$ cat src/rtl/fighter_input_decoder.sv
// Per-player controller word decoder: debounce filter, malformed-word rejection,
// press-edge detection and the attack/parry/cooldown state machine timed in frames.
module fighter_input_decoder #(
   parameter int STABLE_CYCLES    = 4,
   parameter int ATTACK_FRAMES    = 6,
   parameter int PARRY_MAX_FRAMES = 30,
   parameter int COOLDOWN_FRAMES  = 10
) (
   input  logic       clk,
   input  logic       reset,
   input  logic [6:0] ctrl_word,
   input  logic       frame_tick,
   output logic       move_left,
   output logic       move_right,
   output logic       crouch,
   output logic       jump_pulse,
   output logic       attack_pulse,
   output logic       attacking,
   output logic       parrying,
   output logic [1:0] fsm_state,
   output logic       word_error
);

   localparam logic [6:0] IDLE_WORD = 7'b1100001;

   localparam int CNT_MAX   = STABLE_CYCLES - 1;
   localparam int CNT_W     = ($clog2(CNT_MAX + 1) > 0) ? $clog2(CNT_MAX + 1) : 1;
   localparam int FRAME_MAX = ((ATTACK_FRAMES > PARRY_MAX_FRAMES) ?
                               ((ATTACK_FRAMES > COOLDOWN_FRAMES) ? ATTACK_FRAMES : COOLDOWN_FRAMES) :
                               ((PARRY_MAX_FRAMES > COOLDOWN_FRAMES) ? PARRY_MAX_FRAMES : COOLDOWN_FRAMES)) - 1;
   localparam int FCNT_W    = ($clog2(FRAME_MAX + 1) > 0) ? $clog2(FRAME_MAX + 1) : 1;

   typedef enum logic [1:0] {
      S_IDLE     = 2'd0,
      S_ATTACK   = 2'd1,
      S_PARRY    = 2'd2,
      S_COOLDOWN = 2'd3
   } state_t;

   logic [6:0]        in_q, stable_q, prev_q;
   logic [CNT_W-1:0]  cnt_q;
   logic [FCNT_W-1:0] fcnt_q, fcnt_d;
   state_t            state_q, state_d;

   logic       word_valid, up_edge, atk_edge, par_edge, free_move;
   logic [6:0] dec_word;
   logic       move_left_d, move_right_d, crouch_d, jump_d, attack_pulse_d;

   // A word is only promoted once it has been seen unchanged for STABLE_CYCLES samples.
   always_ff @(posedge clk) begin
      if (reset) begin
         in_q     <= IDLE_WORD;
         cnt_q    <= '0;
         stable_q <= IDLE_WORD;
      end else if (ctrl_word != in_q) begin
         in_q  <= ctrl_word;
         cnt_q <= '0;
      end else if (cnt_q < CNT_W'(CNT_MAX)) begin
         cnt_q <= cnt_q + CNT_W'(1);
      end else begin
         stable_q <= in_q;
      end
   end

   always_comb begin
      word_valid = $onehot(stable_q[4:0]);
      dec_word   = word_valid ? stable_q : IDLE_WORD;
      up_edge    =  dec_word[3] & ~prev_q[3];
      atk_edge   = ~dec_word[5] &  prev_q[5];
      par_edge   = ~dec_word[6] &  prev_q[6];
   end

   // NOTE: every variable gets a default before the case so no latch is inferred.
   always_comb begin
      state_d = state_q;
      fcnt_d  = fcnt_q;
      unique case (state_q)
         S_IDLE: begin
            if (atk_edge) begin
               state_d = S_ATTACK;
               fcnt_d  = '0;
            end else if (par_edge) begin
               state_d = S_PARRY;
               fcnt_d  = '0;
            end
         end
         S_ATTACK: begin
            if (frame_tick) begin
               if (fcnt_q == FCNT_W'(ATTACK_FRAMES - 1)) begin
                  state_d = S_COOLDOWN;
                  fcnt_d  = '0;
               end else begin
                  fcnt_d = fcnt_q + FCNT_W'(1);
               end
            end
         end
         S_PARRY: begin
            if (dec_word[6]) begin
               state_d = S_COOLDOWN;
               fcnt_d  = '0;
            end else if (frame_tick) begin
               if (fcnt_q == FCNT_W'(PARRY_MAX_FRAMES - 1)) begin
                  state_d = S_COOLDOWN;
                  fcnt_d  = '0;
               end else begin
                  fcnt_d = fcnt_q + FCNT_W'(1);
               end
            end
         end
         S_COOLDOWN: begin
            if (frame_tick) begin
               if (fcnt_q == FCNT_W'(COOLDOWN_FRAMES - 1)) begin
                  state_d = S_IDLE;
                  fcnt_d  = '0;
               end else begin
                  fcnt_d = fcnt_q + FCNT_W'(1);
               end
            end
         end
         default: begin
            state_d = S_IDLE;
            fcnt_d  = '0;
         end
      endcase

      // Outputs follow the state being entered so they agree with fsm_state after the edge.
      free_move      = (state_d == S_IDLE) || (state_d == S_COOLDOWN);
      move_left_d    = free_move & dec_word[1];
      move_right_d   = free_move & dec_word[2];
      crouch_d       = free_move & dec_word[4];
      jump_d         = free_move & up_edge;
      attack_pulse_d = (state_q == S_IDLE) && (state_d == S_ATTACK);
   end

   // NOTE: sequential state uses non-blocking assignments only.
   always_ff @(posedge clk) begin
      if (reset) begin
         state_q      <= S_IDLE;
         fcnt_q       <= '0;
         prev_q       <= IDLE_WORD;
         move_left    <= 1'b0;
         move_right   <= 1'b0;
         crouch       <= 1'b0;
         jump_pulse   <= 1'b0;
         attack_pulse <= 1'b0;
         attacking    <= 1'b0;
         parrying     <= 1'b0;
         word_error   <= 1'b0;
      end else begin
         state_q      <= state_d;
         fcnt_q       <= fcnt_d;
         prev_q       <= dec_word;
         move_left    <= move_left_d;
         move_right   <= move_right_d;
         crouch       <= crouch_d;
         jump_pulse   <= jump_d;
         attack_pulse <= attack_pulse_d;
         attacking    <= (state_d == S_ATTACK);
         parrying     <= (state_d == S_PARRY);
         word_error   <= ~word_valid;
      end
   end

   assign fsm_state = state_q;

endmodule

$ cat config.mk
export PLATFORM = sky130hd
export DESIGN_NAME = fighter_input_decoder
export DESIGN_NICKNAME = d
export VERILOG_FILES = /design/src/rtl/fighter_input_decoder.sv
export SDC_FILE = /design/constraint.sdc
export NUM_CORES = 1
export LEC_CHECK = 0
export CAP_MARGIN = 20
export CORE_MARGIN = 3
export CORE_UTILIZATION = 53
export DETAILED_ROUTE_END_ITERATION = 16
export HOLD_SLACK_MARGIN = 0.02
export MAX_ROUTING_LAYER = met4
export PLACE_DENSITY = 0.76
export REMOVE_ABC_BUFFERS = 1
export SLEW_MARGIN = 20
export SYNTH_ARGS = -nofsm -noshare
export SYNTH_HDL_FRONTEND = slang
export SYNTH_SLANG_ARGS = --single-unit
$ cat constraint.sdc
create_clock -name clk -period 4.32 [get_ports clk]
set_clock_uncertainty 0.2 [all_clocks]
set_input_delay 0.432 -clock clk [delete_from_list [all_inputs] [get_ports clk]]
set_output_delay 0.432 -clock clk [all_outputs]
set_load 0.03 [all_outputs]
# After elaboration in Yosys (flattened, before gate mapping)
# Index checks and enable logic that the tools add are counted.
[op_classes]
magnitude_cmp = 1
addsub = 6
reduce_logical = 7
eq_ne = 15
muxes = 21
n_bitwise = 13
[ops]
columns = ["operator", "count"]
rows = [
  ["5-bit 2-to-1 mux", 9],
  ["5-bit one-hot mux with 4 select lines", 1],
  ["2-bit 2-to-1 mux", 9],
  ["2-bit equality test (second input constant)", 4],
  ["2-bit one-hot mux with 4 select lines", 1],
  ["1-bit AND", 7],
  ["7-bit 2-to-1 mux", 1],
  ["7-bit != test", 1],
  ["3-bit != test (second input constant)", 2],
  ["1-bit NOT", 6],
  ["5-bit by 1-bit adder with 5-bit output (second input constant)", 1],
  ["5-bit by 3-bit equality test with 1-bit output (second input constant)", 1],
  ["5-bit by 4-bit equality test with 1-bit output (second input constant)", 1],
  ["5-bit equality test (second input constant)", 1],
  ["1-bit by 1-bit adder with 2-bit output", 2],
  ["2-bit by 1-bit equality test with 1-bit output (second input constant)", 2],
  ["2-bit zero test", 2],
  ["2-bit != test (second input constant)", 2],
  ["4-bit AND reduction", 1],
  ["2-bit by 2-bit adder with 3-bit output", 1],
  ["3-bit by 1-bit adder with 3-bit output", 1],
  ["3-bit by 1-bit equality test with 1-bit output (second input constant)", 1],
  ["2-bit by 1-bit adder with 2-bit output (second input constant)", 1],
  ["2-bit less-than comparator (second input constant)", 1],
  ["4 further kinds", 4],
]
[totals]
output_inout_bits = 10
regBits = 37
in_bits = 10
elab_cells = 77

# Depth between registers and ports, before layout
# Gate-level depths: netlist of the first run.
[depth]
depth_word = 13
ltp_mapped = 14
depth_no_buf = 13

# Worst setup path before layout of the first run
# OpenSTA, ideal clock, no wires.
[synth_path]
path_kind = "register to register"
from = "register stable_q[0]"
to = "register jump_pulse"
setup_slack_ns = 1.027
arrival_ns = 2.976
required_ns = 4.003
n_path_buf = 1
path_stages_with_launch = 15
synth_period_minus_slack_ns = 3.293
setup_ns = 0.117
cell_sequence = "dfxtp_1 -> inv_1 -> fa_1 -> fa_1 -> inv_1 -> ha_1 -> or3_1 -> buf_2 -> or3_1 -> nand3b_1 -> o41a_1 -> inv_1 -> ha_1 -> nand2_1 -> nor3_1"
[synth_between]
elab_chain_cells = 13
word_cells_on_any_way = 18
classes_between = "add/sub: 3; eq/ne: 2; mux: 5; bitwise: 6; reduce/logical: 2"
[synth_rtl]
columns = ["element", "line", "rtl"]
rows = [
  ["start: declaration", "40", "logic [6:0] in_q, stable_q, prev_q;"],
  ["start signal: assignment", "61", "stable_q <= in_q;"],
  ["1-bit by 1-bit adder with 2-bit output (implied by the code) *", "66", "word_valid = $onehot(stable_q[4:0]);"],
  ["2-bit by 2-bit adder with 3-bit output (implied by the code) *", "66", ""],
  ["3-bit by 1-bit adder with 3-bit output (implied by the code) *", "66", ""],
  ["3-bit by 1-bit equality test with 1-bit output *", "66", ""],
  ["7-bit 2-to-1 mux *", "67", "dec_word = word_valid ? stable_q : IDLE_WORD;"],
  ["1-bit NOT", "70", "par_edge = ~dec_word[6] & prev_q[6];"],
  ["1-bit AND", "70", ""],
  ["2-bit 2-to-1 mux", "82", "end else if (par_edge) begin"],
  ["2-bit 2-to-1 mux", "79", "if (atk_edge) begin"],
  ["2-bit one-hot mux with 4 select lines *", "77", "unique case (state_q)"],
  ["net state_d[1]", "43", "state_t state_q, state_d;"],
  ["2-bit equality test / 2-bit zero test (equally long branches)", "127", "free_move = (state_d == S_IDLE) || (state_d == S_COOLDOWN);"],
  ["1-bit logical OR *", "127", ""],
  ["1-bit AND *", "131", "jump_d = free_move & up_edge;"],
  ["end signal: assignment", "156", "jump_pulse <= jump_d;"],
  ["end: declaration", "16", "output logic jump_pulse,"],
]
# Mark *: on every way through the listed nets, which the timed path passes. The rest lies on a longest branch.
# A chain may end at the register's enable or synchronous reset.

# Final worst setup path of the first run
# Same ends and word-level chain as after synthesis.

==> results.txt, run 1 <==
Vias per Instance = 5.46
Root buf cell = clkbuf_4
Drt first pass iters = 4
Clock latency on the worst-skew pair = 0.35 ns
Share of Yosys cell area claimed by the top area cell type = 0.454
Postcts setup bufs = 0
Synth Cell Area = 1500 um^2
Initial antenna violation count = 0
Total CTS buffers = 5
FP Rows = 18
Most common cell in the synthesized netlist = dfxtp_1
CP top delay family = adder cells
Seq/Total Area, Yosys = 0.454
Synth Register Bits = 34
Most frequent cells after synthesis = dfxtp_1 (34), nor2_1 (18), inv_1 (17)
CP max stage delay = 0.49 ns
Synth top area cells = dfxtp_1 (45%), ha_1 (5.0%), xor2_1 (4.7%)
Die W = 59.2 um
Drc violations = 0
Post-synth EDFFs = 0
Share of cells above drive strength 1 = 0.0870
Ports = 20
Status = finished, final reports clean
Via count = 1169
Worst Max-Slew Pin Slew = 0.483 ns
Total track usage = 0.192
Port Buffer Count = 19
FFs w/ async S/R, synth = 0
Power Density = 351 nW/um^2
WP data arrival = 3.62 ns
Cell mode on critical path = inv_1
Hold crit path type = reg2reg
Main synth FF type = dfxtp_1
Maximum clock rate = 282 MHz
Min Tclk post-route = 3.54 ns
N_diodes = 0
CTS tree = yes
Max cap viols = 0
# hold bufs at CTS = 0
Final Hold Violating Endpoints = 0
Final WL = 2.74 mm
Die footprint = 3500 um^2
Core area = 2590 um^2
CTS clk-pin slew, worst paths = 0.11 ns
Routed length per instance = 12.8 um
Setup CP Type = reg2reg
Bufs on Longest Clock Path = 2
Yosys top cell by area = dfxtp_1
Grt ovf = 0
Critical-path cell list = inv_1 -> fa_1 -> fa_1 -> inv_1 -> ha_1 -> or3_1 -> or3_1 -> nand3b_1 -> o41a_1 -> inv_1 -> ha_1 -> nand2_1 -> nor3_1
Cells after synthesis = 160
Part of the cycle the worst path needs = 0.820
Starting Density = 0.579
H-Tree Depth = 2
Final net count = 201
Static Leak = 0.777 nW
Worst path slowest cell = fa_1
Distinct cells, synth = 38
Buffer and inverter count on the worst path = 3
Max rail drop VDD = 0.395 mV
CP Launch Type = flop
Post-Route Setup TNS = 0 ns
Worst relative slew slack = 0.677
First-pass GRT wire length = 4.89 mm
Mean Syn Cell Area = 9.38 um^2
Final Wtd Congestion = 0.735
Setup crit end kind = flop
YS warnings = 0
CP Max Fanout = 7
CP required = 4.40 ns
Area Growth Syn to Fin = 21.7%
Worst Hold Slack = 0.200 ns
Tot Pwr = 0.641 mW
DIE HEIGHT = 59.2 um
Post-CTS Resized = 0
Pins Over Slew Limit = 0
Vias in the first global route = 1187
Final ANT Viol Nets = 0
CTS Sinks = 34
Final setup vio count = 0
RSZ-0062 raised after global routing = false
DRC marker count from the first detailed-route iteration = 51
DP HPWL = 2.00 mm
Largest net degree at the start of global routing = 22
layout make-up:
type / instances / area (um^2)
Sequential cell: 34 / 681
Clock buffer: 5 / 37.5
Timing Repair Buffer: 20 / 198
Fill cell: 204 / 764
Inverter: 17 / 63.8
Multi-Input combinational cell: 105 / 739
Clock inverter: 3 / 68.8
Tap cell: 30 / 37.5
path summary, 6_finish.rpt:
kind / from / to / slack (ns) / cells past startpoint
worst max register to register: stable_q[0] / jump_pulse / 0.78 / 13
worst max-delay path: stable_q[0] / jump_pulse / 0.78 / 13
worst min-delay path: prev_q[3] / jump_pulse / 0.20 / 1
worst min register to register: prev_q[3] / jump_pulse / 0.20 / 1
layout by cell type, fill, tap and decap left out, drive strengths merged, types with 2 or more instances in the layout:
cell / netlist / final
dfxtp: 34 / 34
clkdlybuf4s50: 0 / 19
nor2: 19 / 19
inv: 17 / 17
nor3: 8 / 8
xor2: 8 / 8
nand2: 7 / 7
mux2i: 6 / 6
nor2b: 6 / 6
ha: 6 / 6
nand3: 6 / 6
clkbuf: 3 / 5
nand3b: 4 / 4
a21oi: 4 / 4
or3: 3 / 3
o221ai: 3 / 3
or2: 3 / 3
nor4: 3 / 3
a31oi: 2 / 2
nand2b: 2 / 2
fa: 2 / 2
bufinv: 0 / 2
cell families after synthesis:
group,count (synthesis),synth area share
compound gates,17,0.0859
flops,34,0.454
buf+inv,21,0.0534
fa+ha+maj,8,0.0767
mux,6,0.0400
xor+xnor,8,0.0467
simple gates,66,0.244
worst reg2reg max path, delay by kind of cell, from the launching register on:
family	cells	cell delay [ns]
DFF	1	0.36
adders and majority gates	4	1.38
buffers and inverters	3	0.20
and+or+nand+nor	5	1.17
AOI/OAI and AO/OA	1	0.17
metrics by stage:
stage               setup slack, ns  utilization  instances  instance area [um^2]
floorplan                      1.06            -        156                  1480
global route                  0.563        0.705        214                  1830
finish                        0.778        0.705        214                  1830
global placement              0.910        0.664        206                  1720
detailed placement            0.798        0.664        206                  1720
CTS                           0.735        0.705        214                  1830
state kept, by name, indices dropped and copies added (netlist names), 2 cells and up:
register   count
cnt_q          2
fcnt_q         5
fsm_state      2
in_q           7
prev_q         3
stable_q       7
where the power goes:
group          internal (mW)  switching, mW  total [mW]
combinational         0.0136         0.0122      0.0257
sequential             0.317        0.00234       0.319
clock                  0.181          0.115       0.296
total                  0.511          0.130       0.641
per-layer routing:
layer	wire [um]	track usage	vias to the layer above
li1	-	-	588
met1	1150	0.202	541
met2	1350	0.306	34
met3	181	0.0763	6
met4	52	0.104	0
met5	0	-	-
Power figures use the tool's default switching activity.
==> inputs of run 2 (changes only) <==
==> constraint.sdc (replaced) <==
create_clock -name clk -period 3.4 [get_ports clk]
set_clock_uncertainty 0.2 [all_clocks]
set_input_delay 0.34 -clock clk [delete_from_list [all_inputs] [get_ports clk]]
set_output_delay 0.34 -clock clk [all_outputs]
set_load 0.03 [all_outputs]
==> results.txt, run 2 (synthesis results as in run 1) <==
Max cap viols = 0 (unchanged)
CTS clk-pin slew, worst paths = 0.10 ns (was 0.11 ns)
Die footprint = 3500 um^2 (unchanged)
Final Hold Violating Endpoints = 0 (unchanged)
Area Growth Syn to Fin = 31.4% (was 21.7%)
Grt ovf = 0 (unchanged)
Share of cells above drive strength 1 = 0.225 (was 0.0870)
Reg2reg setup slack = 0.008 ns (was 0.78 ns)
Routed length per instance = 13.7 um (was 12.8 um)
DP HPWL = 1.97 mm (was 2.00 mm)
Largest registers = in_q x7, stable_q x7, fcnt_q x5 (unchanged)
Worst relative slew slack = 0.517 (was 0.677)
Total track usage = 0.189 (was 0.192)
CTS tree = yes (unchanged)
Vias per Instance = 5.58 (was 5.46)
WP data arrival = 3.44 ns (was 3.62 ns)
Maximum clock rate = 295 MHz (was 282 MHz)
Root buf cell = clkbuf_4 (unchanged)
Ports = 20 (unchanged)
Die W = 59.2 um (unchanged)
CTS Sinks = 34 (unchanged)
Area of the multi-input gates = 825 um^2 (was 739 um^2)
Post-Place Cell Area = 1730 um^2 (was 1720 um^2)
Register Area = 684 um^2 (was 681 um^2)
Total CTS buffers = 5 (unchanged)
DIE HEIGHT = 59.2 um (unchanged)
CP Launch Type = flop (unchanged)
Largest net degree at the start of global routing = 16 (was 22)
Status = finished, final reports clean (unchanged)
Fin area = 1970 um^2 (was 1830 um^2)
FP Rows = 18 (unchanged)
Min Tclk post-route = 3.39 ns (was 3.54 ns)
Most frequent cells in the layout = dfxtp_1 (31), clkdlybuf4s50_1 (19), nor2_1 (16), inv_1 (13) (was dfxtp_1 (34), clkdlybuf4s50_1 (19), nor2_1 (18), inv_1 (17))
Pins Over Slew Limit = 0 (unchanged)
Bufs on Longest Clock Path = 2 (unchanged)
Setup CP Type = reg2reg (unchanged)
CP required = 3.45 ns (was 4.40 ns)
Via count = 1234 (was 1169)
Vias in the first global route = 1167 (was 1187)
Post-Route Setup TNS = 0 ns (unchanged)
Clock latency on the worst-skew pair = 0.34 ns (was 0.35 ns)
Setup crit end kind = flop (unchanged)
Commonest non-fill, non-tap cell in the layout = dfxtp_1 (unchanged)
Drt first pass iters = 5 (was 4)
Static Leak = 0.813 nW (was 0.777 nW)
Power Density = 419 nW/um^2 (was 351 nW/um^2)
Port Buffer Count = 19 (unchanged)
Final Wtd Congestion = 0.772 (was 0.735)
# hold bufs at CTS = 0 (unchanged)
Final net count = 208 (was 201)
Starting Density = 0.579 (unchanged)
Final WL = 3.03 mm (was 2.74 mm)
H-Tree Depth = 2 (unchanged)
Max rail drop VDD = 0.341 mV (was 0.395 mV)
CP Max Fanout = 3 (was 7)
Worst Max-Slew Pin Slew = 0.722 ns (was 0.483 ns)
Final setup vio count = 0 (unchanged)
Part of the cycle the worst path needs = 0.998 (was 0.820)
Drc violations = 0 (unchanged)
Core area = 2590 um^2 (unchanged)
Hold crit path type = reg2reg (unchanged)
DRC marker count from the first detailed-route iteration = 43 (was 51)
Fill cell count = 172 (was 204)
Initial antenna violation count = 0 (unchanged)
N_diodes = 0 (unchanged)
Final ANT Viol Nets = 0 (unchanged)
RSZ-0062 raised after global routing = true (was false)
First-pass GRT wire length = 4.80 mm (was 4.89 mm)
-- run 2: per-stage QoR --
| step | hold slack (ns) | total power, mW | setup WS, ns | util | cells |
|---|---|---|---|---|---|
| floorplan | 0.173 | 0.427 | 0.143 | - | 156 |
| global placement | 0.188 | 0.446 | 0.0470 | 0.670 | 208 |
| detailed placement | 0.184 | 0.447 | -0.0584 | 0.670 | 208 |
| CTS | 0.195 | 0.832 | 0.00929 | 0.718 | 217 |
| global route | 0.206 | 0.856 | -0.103 | 0.761 | 221 |
| finish | 0.202 | 0.826 | 0.00788 | 0.761 | 221 |
-- run 2: path summary, 6_finish.rpt --
| path | start | end | depth (start not counted) |
|---|---|---|---|
| worst max-delay path | stable_q[3] | attack_pulse | 12 |
| worst min register to register | prev_q[3] | jump_pulse | 1 |
| worst min-delay path | prev_q[3] | jump_pulse | 1 |
| worst max register to register | stable_q[3] | attack_pulse | 12 |
-- run 2: area by class of cell --
class / count / share of cell area
sequential: 34 / 0.347
clock buffer: 6 / 0.0260
multi-input combinational: 105 / 0.418
tap: 30 / 0.0190
timing repair buffer: 27 / 0.127
clock inverter: 2 / 0.0305
inverter: 17 / 0.0324
-- run 2: power breakdown --
part	switching (mW)	total, mW	internal, mW
Clock	0.136	0.385	0.249
Combinational	0.0173	0.0349	0.0176
Sequential	0.00306	0.406	0.403
-- run 2: worst max-delay path, cell delays in order, from the launching register on --
cell and delay (ns):
dfxtp_2 0.36, inv_2 0.05, fa_1 0.50, fa_2 0.37
inv_2 0.07, ha_4 0.19, or3_4 0.40, buf_4 0.15
o41a_1 0.40, buf_4 0.16, ha_4 0.14, nor2b_4 0.12
and2_4 0.17
-- run 2: repair_timing --
item | in CTS | in global routing
cloned | 0 | 0
pin swaps | 4 | 9
buffers inserted | 1 | 4
endpoints found under the setup margin | 5 | 6
resized for setup | 3 | 20
-- run 2: metal layers --
metal,vias up,share of wire,track usage
li1,604,-,-
met1,585,0.39,0.184
met2,34,0.54,0.323
met3,11,0.049,0.0697
met4,0,0.025,0.100
met5,-,0,-
==> inputs of run 3 (changes only) <==
--- a/config.mk
+++ b/config.mk
@@ -12,8 +12,8 @@
 export HOLD_SLACK_MARGIN = 0.02
 export MAX_ROUTING_LAYER = met4
 export PLACE_DENSITY = 0.76
-export REMOVE_ABC_BUFFERS = 1
 export SLEW_MARGIN = 20
 export SYNTH_ARGS = -nofsm -noshare
 export SYNTH_HDL_FRONTEND = slang
 export SYNTH_SLANG_ARGS = --single-unit
+export TNS_END_PERCENT = 1
==> results.txt, run 3 (synthesis results as in run 1) <==
Port Buffer Count = 19 (unchanged)
Maximum clock rate = 303 MHz (was 295 MHz)
Vias in the first global route = 1126 (was 1167)
Final WL = 2.83 mm (was 3.03 mm)
Final Hold Violating Endpoints = 0 (unchanged)
Dpl cells = 208 (unchanged)
Worst relative slew slack = 0.697 (was 0.517)
Register Area = 682 um^2 (was 684 um^2)
Ports = 20 (unchanged)
CTS clk-pin slew, worst paths = 0.11 ns (was 0.10 ns)
First-pass GRT wire length = 4.80 mm (about the same)
Cell depth of the worst flop-to-flop path = 13 (was 12)
Die footprint = 3500 um^2 (unchanged)
Largest net degree at the start of global routing = 30 (was 16)
RSZ-0062 raised after global routing = true (unchanged)
Fill cell count = 192 (was 172)
Area of the multi-input gates = 781 um^2 (was 825 um^2)
Total track usage = 0.187 (was 0.189)
Share of cells above drive strength 1 = 0.155 (was 0.225)
Area Growth Syn to Fin = 26.0% (was 31.4%)
Post-Route Setup TNS = 0 ns (unchanged)
Most frequent cells in the layout = dfxtp_1 (33), clkdlybuf4s50_1 (19), nor2_1 (18), inv_1 (15), xor2_1 (8) (was dfxtp_1 (31), clkdlybuf4s50_1 (19), nor2_1 (16), inv_1 (13))
Core area = 2590 um^2 (unchanged)
Status = finished, final reports clean (unchanged)
Final Wtd Congestion = 0.762 (was 0.772)
Largest registers = in_q x7, stable_q x7, fcnt_q x5 (unchanged)
N_diodes = 0 (unchanged)
CP Launch Type = flop (unchanged)
CP required = 3.49 ns (was 3.45 ns)
Max cap viols = 0 (unchanged)
Initial antenna violation count = 0 (unchanged)
H-Tree Depth = 2 (unchanged)
Worst Max-Slew Pin Slew = 0.448 ns (was 0.722 ns)
WP data arrival = 3.40 ns (was 3.44 ns)
Final net count = 204 (was 208)
Hold depth = 1 (unchanged)
Reg-to-Reg End = attack_pulse (unchanged)
DP HPWL = 2.02 mm (was 1.97 mm)
DRC marker count from the first detailed-route iteration = 37 (was 43)
Starting Density = 0.579 (unchanged)
Drc violations = 0 (unchanged)
Final ANT Viol Nets = 0 (unchanged)
# hold bufs at CTS = 0 (unchanged)
Drt first pass iters = 4 (was 5)
Hold EP = jump_pulse (unchanged)
Setup crit end kind = flop (unchanged)
Grt ovf = 0 (unchanged)
Total CTS buffers = 5 (unchanged)
Power Density = 429 nW/um^2 (was 419 nW/um^2)
Clock latency on the worst-skew pair = 0.34 ns (about the same)
Reg2reg setup slack = 0.1 ns (was 0.008 ns)
Bufs on Longest Clock Path = 2 (unchanged)
Commonest non-fill, non-tap cell in the layout = dfxtp_1 (unchanged)
Vias per Instance = 5.35 (was 5.58)
Setup CP Type = reg2reg (unchanged)
DIE HEIGHT = 59.2 um (unchanged)
Worst Hold Slack = 0.213 ns (was 0.202 ns)
Syn_nets = 178
CTS tree = yes (unchanged)
Post-route core utilization = 0.730 (was 0.761)
Pins Over Slew Limit = 0 (unchanged)
Tot Pwr = 0.812 mW (was 0.826 mW)
CTS Sinks = 34 (unchanged)
Final setup vio count = 0 (unchanged)
Hold crit path type = reg2reg (unchanged)
Part of the cycle the worst path needs = 0.972 (was 0.998)
Routed length per instance = 13.0 um (was 13.7 um)
Min Tclk post-route = 3.30 ns (was 3.39 ns)
Root buf cell = clkbuf_4 (unchanged)
Die W = 59.2 um (unchanged)
FP Rows = 18 (unchanged)
Static Leak = 0.794 nW (was 0.813 nW)
Via count = 1162 (was 1234)
Min-delay src = prev_q[3] (unchanged)
Critical R2R Launch = stable_q[3] (unchanged)
Max rail drop VDD = 0.402 mV (was 0.341 mV)
CP Max Fanout = 5 (was 3)
Post-Layout Cell Count = 217 (was 221)
run 3: timing repair:
item | 4_1_cts | 5_1_grt
endpoints found under the hold margin | 0 | 0
resized for setup | 4 | 7
setup buffers | 0 | 1
pin swaps | 0 | 2
endpoints found under the setup margin | 5 | 10
run 3: how the worst max path moves through the flow:
stage	from	endpoint	depth (start not counted)
6_report	stable_q[3]	attack_pulse	13
2_1_floorplan	stable_q[0]	jump_pulse	14
4_1_cts	stable_q[0]	attack_pulse	12
5_1_grt	stable_q[0]	attack_pulse	13
3_3_place_gp	stable_q[0]	jump_pulse	13
3_5_place_dp	stable_q[3]	jump_pulse	13
run 3: per-layer routing:
metal | track usage | vias up | wire (um)
li1 | - | 597 | -
met1 | 0.215 | 530 | 1330
met2 | 0.292 | 28 | 1290
met3 | 0.0632 | 7 | 148
met4 | 0.0906 | 0 | 62
met5 | - | - | 0
run 3: metrics by stage:
step,area [um^2],worst slack (ns)
6_report,1890,0.0960
3_5_place_dp,1730,-0.0548
4_1_cts,1850,-0.00138
3_3_place_gp,1730,0.0309
5_1_grt,1890,-0.0654
2_1_floorplan,1500,0.107
run 3: final cells by class:
type / instances / share of cell area
Clock buffer: 5 / 0.0199
Clock inverter: 3 / 0.0364
Inverter: 17 / 0.0338
Multi-Input combinational cell: 105 / 0.413
Sequential cell: 34 / 0.361
Tap cell: 30 / 0.0199
Timing Repair Buffer: 23 / 0.116
run 3: critical path, stage by stage (launching register included):
cell	delay (ns)
dfxtp_1	0.36
inv_2	0.06
fa_1	0.45
fa_2	0.35
inv_2	0.06
ha_1	0.23
or3_4	0.38
or3_4	0.35
nand3b_1	0.09
o41a_1	0.17
buf_4	0.12
ha_1	0.14
nor2b_2	0.15
and2_1	0.13
run 3: power by group:
| group | internal, mW | switching (mW) |
|---|---|---|
| registers | 0.403 | 0.00314 |
| clock network | 0.230 | 0.143 |
| logic | 0.0174 | 0.0155 |
